## src/rtl/mem_req_ctrl.sv

```systemverilog
// Memory-access controller sitting just upstream of the MEM stage.
// Takes one load/store per handshake and drives a word-aligned address, data and row command to MEM.
// Sub-word stores use read-modify-write.
// Returns extended load data and stalls the pipeline while an access is outstanding.
// Responses are registered, so they appear one cycle after the RESP/ERR state.
module mem_req_ctrl #(
  parameter int MISS_TIMEOUT = 64
) (
  input  logic        clk,
  input  logic        reset,
  input  logic        req_valid_i,
  output logic        req_ready_o,
  input  logic        req_we_i,
  input  logic [1:0]  req_size_i,
  input  logic        req_signed_i,
  input  logic [31:0] req_addr_i,
  input  logic [31:0] req_wdata_i,
  output logic [31:0] address_o,
  output logic [31:0] data_o,
  output logic [1:0]  row_o,
  input  logic [31:0] mem_data_i,
  input  logic        mem_hit_i,
  output logic        resp_valid_o,
  output logic [31:0] resp_data_o,
  output logic        err_o,
  output logic        stall_o
);

  localparam int CW = (MISS_TIMEOUT > 0) ? $clog2(MISS_TIMEOUT + 1) : 1;

  typedef enum logic [2:0] {IDLE, RD, WR, RESP, ERR} state_t;

  state_t        state_q, state_d;
  logic          we_q, we_d;
  logic [1:0]    size_q, size_d;
  logic          signed_q, signed_d;
  logic [1:0]    lane_q, lane_d;
  logic [15:0]   wdata_q, wdata_d;
  logic [31:0]   address_q, address_d;
  logic [31:0]   data_q, data_d;
  logic [31:0]   rdata_q, rdata_d;
  logic          resp_valid_q, resp_valid_d;
  logic [31:0]   resp_data_q, resp_data_d;
  logic          err_q, err_d;
  logic [CW-1:0] cnt_q, cnt_d;

  logic          accept;
  logic          misaligned;
  logic          timeout;
  logic [CW-1:0] cnt_inc;
  logic [7:0]    byte_sel;
  logic [15:0]   half_sel;
  logic [31:0]   load_val;
  logic [31:0]   merged;

  assign req_ready_o  = (state_q == IDLE) && !reset;
  assign stall_o      = (state_q != IDLE) || (req_valid_i && req_ready_o);
  assign accept       = req_valid_i && req_ready_o;
  assign address_o    = address_q;
  assign data_o       = data_q;
  assign resp_valid_o = resp_valid_q;
  assign resp_data_o  = resp_data_q;
  assign err_o        = err_q;

  assign misaligned = (req_size_i == 2'b11) ||
                      ((req_size_i == 2'b01) && req_addr_i[0]) ||
                      ((req_size_i == 2'b10) && (req_addr_i[1:0] != 2'b00));

  assign cnt_inc = cnt_q + CW'(1);
  assign timeout = (MISS_TIMEOUT != 0) && (cnt_inc == CW'(MISS_TIMEOUT));

  // Row command depends only on the state, so it drops to idle the cycle after any abort.
  always_comb begin
    row_o = 2'b00;
    if (state_q == RD) row_o = 2'b01;
    if (state_q == WR) row_o = 2'b10;
  end

  // Little-endian lane extraction with extension for loads, and lane merge for sub-word stores.
  always_comb begin
    byte_sel = mem_data_i[{lane_q, 3'b000} +: 8];
    half_sel = mem_data_i[{lane_q[1], 4'b0000} +: 16];
    load_val = mem_data_i;
    merged   = mem_data_i;
    case (size_q)
      2'b00: begin
        load_val = signed_q ? {{24{byte_sel[7]}}, byte_sel} : {24'b0, byte_sel};
        merged[{lane_q, 3'b000} +: 8] = wdata_q[7:0];
      end
      2'b01: begin
        load_val = signed_q ? {{16{half_sel[15]}}, half_sel} : {16'b0, half_sel};
        merged[{lane_q[1], 4'b0000} +: 16] = wdata_q;
      end
      default: begin
        load_val = mem_data_i;
        merged   = mem_data_i;
      end
    endcase
  end

  // Next-state logic, request capture, wait counter and response generation.
  always_comb begin
    state_d      = state_q;
    we_d         = we_q;
    size_d       = size_q;
    signed_d     = signed_q;
    lane_d       = lane_q;
    wdata_d      = wdata_q;
    address_d    = address_q;
    data_d       = data_q;
    rdata_d      = rdata_q;
    cnt_d        = cnt_q;
    resp_valid_d = 1'b0;
    resp_data_d  = 32'b0;
    err_d        = 1'b0;
    case (state_q)
      IDLE: begin
        if (accept) begin
          we_d      = req_we_i;
          size_d    = req_size_i;
          signed_d  = req_signed_i;
          lane_d    = req_addr_i[1:0];
          wdata_d   = req_wdata_i[15:0];
          address_d = {req_addr_i[31:2], 2'b00};
          data_d    = (req_we_i && (req_size_i == 2'b10)) ? req_wdata_i : 32'b0;
          rdata_d   = 32'b0;
          cnt_d     = '0;
          if (misaligned)                             state_d = ERR;
          else if (req_we_i && (req_size_i == 2'b10)) state_d = WR;
          else                                        state_d = RD;
        end
      end
      RD: begin
        if (mem_hit_i) begin
          cnt_d = '0;
          if (we_q) begin
            data_d  = merged;
            state_d = WR;
          end else begin
            rdata_d = load_val;
            state_d = RESP;
          end
        end else if (timeout) begin
          state_d = ERR;
        end else begin
          cnt_d = cnt_inc;
        end
      end
      WR: begin
        if (mem_hit_i)    state_d = RESP;
        else if (timeout) state_d = ERR;
        else              cnt_d   = cnt_inc;
      end
      RESP: begin
        resp_valid_d = 1'b1;
        resp_data_d  = rdata_q;
        state_d      = IDLE;
      end
      ERR: begin
        resp_valid_d = 1'b1;
        err_d        = 1'b1;
        state_d      = IDLE;
      end
      default: state_d = IDLE;
    endcase
  end

  // State and datapath registers with synchronous reset.
  always_ff @(posedge clk) begin
    if (reset) begin
      state_q      <= IDLE;
      we_q         <= 1'b0;
      size_q       <= 2'b00;
      signed_q     <= 1'b0;
      lane_q       <= 2'b00;
      wdata_q      <= 16'b0;
      address_q    <= 32'b0;
      data_q       <= 32'b0;
      rdata_q      <= 32'b0;
      resp_valid_q <= 1'b0;
      resp_data_q  <= 32'b0;
      err_q        <= 1'b0;
      cnt_q        <= '0;
    end else begin
      state_q      <= state_d;
      we_q         <= we_d;
      size_q       <= size_d;
      signed_q     <= signed_d;
      lane_q       <= lane_d;
      wdata_q      <= wdata_d;
      address_q    <= address_d;
      data_q       <= data_d;
      rdata_q      <= rdata_d;
      resp_valid_q <= resp_valid_d;
      resp_data_q  <= resp_data_d;
      err_q        <= err_d;
      cnt_q        <= cnt_d;
    end
  end

endmodule

```

## config.mk

```make
export PLATFORM = sky130hd
export DESIGN_NAME = mem_req_ctrl
export DESIGN_NICKNAME = d
export VERILOG_FILES = /design/src/rtl/mem_req_ctrl.sv
export SDC_FILE = /design/constraint.sdc
export NUM_CORES = 1
export LEC_CHECK = 0
export BUFFER_PORTS_ARGS = -buffer_cell sky130_fd_sc_hd__buf_4
export CELL_PAD_IN_SITES_DETAIL_PLACEMENT = 0
export CELL_PAD_IN_SITES_GLOBAL_PLACEMENT = 1
export CORE_ASPECT_RATIO = 0.5
export CORE_MARGIN = 2
export CORE_UTILIZATION = 38
export CTS_CLUSTER_DIAMETER = 80
export CTS_CLUSTER_SIZE = 30
export DETAILED_ROUTE_END_ITERATION = 12
export PLACE_DENSITY_LB_ADDON = 0.3
export SLEW_MARGIN = 20
export SYNTH_ARGS = -nofsm -noshare
export SYNTH_HDL_FRONTEND = slang
export SYNTH_SLANG_ARGS = --single-unit
```

## constraint.sdc

```tcl
create_clock -name clk -period 3.4 [get_ports clk]
set_clock_uncertainty 0.1 [all_clocks]
set_input_delay 0.17 -clock clk [delete_from_list [all_inputs] [get_ports clk]]
set_output_delay 0.17 -clock clk [all_outputs]
set_load 0.02 [all_outputs]
```

==> metrics.md, run 1 <==
| Metric | Value |
|---|---|
| Full die area | 21100 µm² |
| Final wirelength | 27100 µm |
| Vias/cell | 5.43 |
| Die Span Y | 104 µm |
| Nets@finish | 1278 |
| CP delay by family, top | simple AND/OR/NAND/NOR gates |
| Slew margin rel. | 43.6% |
| Final ANT Viol Nets | 0 |
| Status | complete, no violations |
| Skew-Pair Late Insertion Delay | 430 ps |
| Max IR drop VDD | 0.343 mV |
| Synth cell types | 61 |
| CTS sink cnt | 160 |
| Post-CTS sizing | 0 |
| H-tree levels | 4 |
| I/O Buffers | 203 |
| Num CTS Buffers | 17 |
| Num ports | 206 |
| Vias in the first global route | 7483 |
| Main combinational cell family by area after synthesis | simple AND/OR/NAND/NOR gates |
| GR Overflow Total | 0 |
| Worst-Margin Slew | 842 ps |
| Commonest non-fill, non-tap cell in the layout | buf_4 |
| Initial Utilization | 38.8% |
| Die width | 203 µm |
| Post-Synth Adder-Cell Area | 0.993% |
| Hold path depth | 3 |
| Final cycle utilization of the critical path | 86.6% |
| Overall Global Routing Usage | 25.5% |
| WP data required | 3630 ps |
| TritonCTS clock tree | built |
| FP Rows | 36 |
| Antenna violations before repair | 0 |
| Largest net degree at the start of global routing | 95 |
| R2R Path End | data_o[0] |
| Post-DP HPWL | 18500 µm |
| PnR worst setup slack | 456 ps |
| Leakage | 4.37 nW |
| DRT iter0 DRCs | 712 |
| FMAX | 340 MHz |
| Post-synthesis mux area share | 1.97% |
| Reg2Reg Depth | 7 |
| Post-synthesis compound-gate area fraction | 23.7% |
| DRC viols | 0 |
| DR WL/cell | 18.8 µm |
| Cells along the critical path | clkinv_1, ha_1, nand3b_1, o22ai_2, and2_1, nand2_1, a211oi_1 |
| Via count | 7858 |
| Root buffer cell | clkbuf_16 |
| Area of the mapped netlist | 7560 µm² |
| Max-Cap Viols | 0 |
| Share of cells above drive strength 1 | 24.2% |
| Pre-CTS setup slack | 564 ps |
| Sequential area share after synthesis | 42.4% |
| Hold Crit Class | input port to register |
| Worst path bufs/invs | 1 |
| Post-synth EDFFs | 0 |
| Count of final hold-check violations | 0 |
| Avg Inst Size Synth | 8.22 µm² |
| RR Startpoint | lane_q[0] |
| CP Max Fanout | 25 |
| First-pass GRT wire length | 41900 µm |
| Arr. time, crit path | 3180 ps |
| Ys async rst share | 0% |
| Primary FF master, synth | dfxtp_1 |
| Final sum of negative setup slack | 0 ps |
| Pwr dens | 462 nW/µm² |
| RSZ-0062 raised after global routing | no |
| Final Wtd Congestion | 0.867 |
| Kind of critical path | register to register |
| Slew Limit Fails | 0 |
| Fin area | 10600 µm² |
| Power consumption | 4.91 mW |
| Slowest cell on crit path | ha_1 |
| Placed cell area | 9190 µm² |
| Post-Syn Instances | 919 |
| Ant. Diodes | 0 |
| CP Capture Type | register |
| Hold_sp | req_wdata_i[28] |
| Xor/xnor cell area share of the yosys netlist | 0.348% |
| Synthesis-to-finish area growth | 40.5% |
| Worst setup SP type | register |
| Yosys reg bits | 160 |
| FILL cells | 1846 |
| Hold EP | data_o[28] |
| Setup violations, final | 0 |
| Clock slew at reported path FFs | 70 ps |
| Most frequent cells in the layout | 218 x buf_4, 186 x nand2_1, 159 x dfxtp_1 |
| Core area | 19500 µm² |
| Synthesis Warnings | 0 |
| Pre-antenna DRT Iters | 5 |
| Tmin final | 2940 ps |
| Max Buffers Root-to-Sink | 2 |
| Worst path max stage delay | 700 ps |
| Simple-gate portion of the synthesized area | 25.3% |
| R2R Setup Slk | 460 ps |
[area by class of cell]
type | count | area [µm²] | share of cell area, %
timing repair buffer | 303 | 2490 | 23.5
clock buffer | 17 | 425 | 4.01
inverter | 7 | 28.8 | 0.271
multi-input combinational | 679 | 3980 | 37.5
clock inverter | 14 | 156 | 1.47
tap | 266 | 333 | 3.13
sequential | 160 | 3200 | 30.2
[flip-flops by register name (all words and copies together) (netlist names), 2 cells and up]
name / cells
address_o: 30
cnt_q: 7
data_o: 32
lane_q: 2
rdata_q: 32
resp_data_o: 32
size_q: 2
state_q: 3
wdata_q: 16
[worst max-delay path by stage]
stage               cells past startpoint  startpoint         end
finish                                  7   lane_q[0]   data_o[0]
global route                            7   lane_q[0]   data_o[0]
CTS                                     7   lane_q[0]  data_o[15]
detailed placement                      7   lane_q[0]  data_o[15]
global placement                        7   lane_q[0]   data_o[9]
floorplan                              10   lane_q[1]  data_o[28]
[worst register-to-register path: stages (launching register included)]
cell	delay, ps
dfxtp_1	560
clkinv_1	370
ha_1	700
nand3b_1	320
o22ai_2	120
and2_1	320
nand2_1	90
a211oi_1	260
[power breakdown]
part	leakage, nW	internal, mW	switching, mW	total, mW
logic	2.80	0.401	0.529	0.930
clock network	0.279	1.09	0.849	1.94
registers	1.30	1.95	0.0860	2.04
[metal layers]
| metal | vias up | global-route usage, % | part of all wire [%] |
|---|---|---|---|
| met5 | - | 0 | 0 |
| met4 | 0 | 9.65 | 2.5 |
| met3 | 53 | 6.99 | 8.9 |
| met2 | 334 | 37.8 | 43 |
| met1 | 3710 | 35.0 | 45 |
| li1 | 3761 | - | - |
[per-stage QoR]
| stage | std cells | hold WS [ps] | utilization, % |
|---|---|---|---|
| after global placement | 1331 | 318 | 47.2 |
| after floorplan | 920 | 206 | - |
| after detailed placement | 1331 | 327 | 47.2 |
| after global routing | 1446 | 3.73 | 54.6 |
| final | 1446 | 5.35 | 54.6 |
| after CTS | 1445 | 1.52 | 54.5 |
[what timing repair did]
item                      CTS  global route
hold endpoints to repair   84             0
hold buffers               83             0
buffers inserted            0             0
[synth_stat cells, drive strengths merged, types with 12 or more instances]
cell type	n	share of area, %
a21o	12	1.2
a211oi	36	4.1
nor2b	18	1.5
nand2	186	9.2
a21oi	86	5.7
a31oi	17	1.4
and3b	15	1.7
nor2	55	2.8
a221oi	14	1.7
nor3	22	1.6
clkbuf	38	1.9
and2	37	3.1
o21ai	58	3.9
dfxtp	160	42
buf	36	3.0
[cell families (layout without fill, tap and decap cells)]
| kind of cell | after synthesis | count (layout) |
|---|---|---|
| AND/OR/NAND/NOR | 381 | 381 |
| AO/OA/AOI/OAI | 273 | 273 |
| flip-flops | 160 | 160 |
| buffers and inverters | 81 | 341 |
| multiplexers | 14 | 14 |
| adder cells (fa/ha/maj) | 6 | 6 |
| XOR/XNOR | 3 | 3 |
| other | 1 | 2 |
No activity file was read; power rests on OpenSTA's default activity.
==> run 2, diff against run 1 <==
==> constraint.sdc (replaced) <==
create_clock -name clk -period 3.4 [get_ports clk]
set_clock_uncertainty 0.1 [all_clocks]
set_input_delay 0.34 -clock clk [delete_from_list [all_inputs] [get_ports clk]]
set_output_delay 0.34 -clock clk [all_outputs]
set_load 0.02 [all_outputs]
==> run 2 against run 1 <==
Flip-flop and latch count unchanged. Combinational power decreased by 8.7%. Final cell count decreased by 5.6%. Critical path depth unchanged. Count of clock-buffer cells in the layout increased by 5. Critical endpoint is now data_o[14]. Sequential power about the same. Non-clock buffer count decreased by 82. Critical path type unchanged.
==> metrics.md, run 2 (synthesis gave the netlist of run 1 again) <==
| Metric | Value |
|---|---|
| Pwr dens | 499 nW/µm² |
| WP data required | 3640 ps |
| Full die area | 21100 µm² |
| DR WL/cell | 18.8 µm |
| Die width | 203 µm |
| Max IR drop VDD | 0.337 mV |
| Clock slew at reported path FFs | 80 ps |
| Dpl cells | 1332 |
| Hold slack | 58.6 ps |
| Share of cells above drive strength 1 | 25.8% |
| PnR worst setup slack | 422 ps |
| Post-CTS Hold Buffers | 0 |
| Final Wtd Congestion | 0.874 |
| Antenna violations before repair | 0 |
| Slowest cell on crit path | nor4b_4 |
| FMAX | 336 MHz |
| CP Capture Type | register |
| Post-DP HPWL | 18500 µm |
| Count of final hold-check violations | 0 |
| Fin util | 50.6% |
| Core area | 19500 µm² |
| Pre-antenna DRT Iters | 5 |
| Met2 Use GR | 34.6% |
| Final cycle utilization of the critical path | 87.6% |
| Post-CTS setup buffer count | 0 |
| First-pass GRT wire length | 39800 µm |
| Slew Limit Fails | 0 |
| FP Rows | 36 |
| Vias/cell | 5.48 |
| Num ports | 206 |
| Die Span Y | 104 µm |
| H-tree levels | 4 |
| Met1 Resource Use GR | 34.9% |
| Max-Cap Viols | 0 |
| Synthesis-to-finish area growth | 30.3% |
| Worst-Margin Slew | 1050 ps |
| Arr. time, crit path | 3220 ps |
| Leakage | 4.05 nW |
| Tmin final | 2980 ps |
| CP Max Fanout | 16 |
| Largest net degree at the start of global routing | 44 |
| Worst path max stage delay | 790 ps |
| Vias in the first global route | 6912 |
| TritonCTS clock tree | built |
| Via count | 7482 |
| GR Overflow Total | 0 |
| Cells along the critical path | clkinv_1, ha_1, nor4b_4, and4_1, a221o_1, a22oi_1, a211oi_2 |
| Commonest non-fill, non-tap cell in the layout | buf_4 |
| Most frequent cells in the layout | 219 x buf_4, 186 x nand2_1, 159 x dfxtp_1 |
| Nets@finish | 1196 |
| Skew-Pair Late Insertion Delay | 430 ps |
| Setup violations, final | 0 |
| Pre-CTS setup slack | 557 ps |
| Slew margin rel. | 29.6% |
| Final ANT Viol Nets | 0 |
| Non-Filler Instances | 1365 |
| Top Usage Layer GRT | met1 |
| DRC viols | 0 |
| I/O Buffers | 203 |
| Post-CTS sizing | 0 |
| Ant. Diodes | 0 |
| Num CTS Buffers | 17 |
| DRT iter0 DRCs | 584 |
| FILL cells | 1919 |
| Max Buffers Root-to-Sink | 2 |
| GRT met3 Usage | 7.05% |
| Root buffer cell | clkbuf_16 |
| Overall Global Routing Usage | 24.2% |
| Worst setup SP type | register |
| CTS sink cnt | 160 |
| Status | complete, no violations |
| Final wirelength | 25700 µm |
| Kind of critical path | register to register |
| RSZ-0062 raised after global routing | no |
| Initial Utilization | 38.8% |
| Hold Crit Class | input port to register |
| Final sum of negative setup slack | 0 ps |
-- run 2: worst paths after layout --
check,from,to,slack [ps],depth (start not counted)
min,req_addr_i[15],address_o[15],60,3
max reg2reg,lane_q[0],data_o[14],420,7
max,lane_q[0],data_o[14],420,7
min reg2reg,rdata_q[5],rdata_q[5],330,2
-- run 2: final cells by class --
type                       count  area (µm²)  area share [%]
sequential                   160        3200            32.5
multi-input combinational    679        3980            40.4
clock buffer                  22         464            4.71
clock inverter                10         150            1.52
inverter                       7        28.8           0.292
tap                          266         333            3.38
timing repair buffer         221        1690            17.2
-- run 2: metrics by stage --
step	instance area [µm²]	power, mW
after floorplan	7560	2.55
after global placement	9210	2.91
after detailed placement	9210	2.92
after CTS	9820	4.94
after global routing	9850	5.12
final	9850	4.91
-- run 2: worst max-delay path: cells and delay by family, from the launching register on --
family / cells / cell delay (ps)
flops: 1 / 570
simple gates: 2 / 1100
buf+inv: 1 / 350
fa+ha+maj: 1 / 360
compound gates: 3 / 400
-- run 2: report_power, final --
group	total (mW)	switching, mW	internal [mW]
clock	2.02	0.811	1.21
combinational	0.849	0.507	0.342
sequential	2.04	0.0876	1.95
total	4.91	1.41	3.50
-- run 2: routing by layer --
layer  vias up  part of all wire [%]  wire length (µm)
met5         -                     0                 0
met4         0                   1.8               463
met3        34                   9.4              2430
met2       321                    42             10800
met1      3534                    47             12000
li1       3593                     -                 -
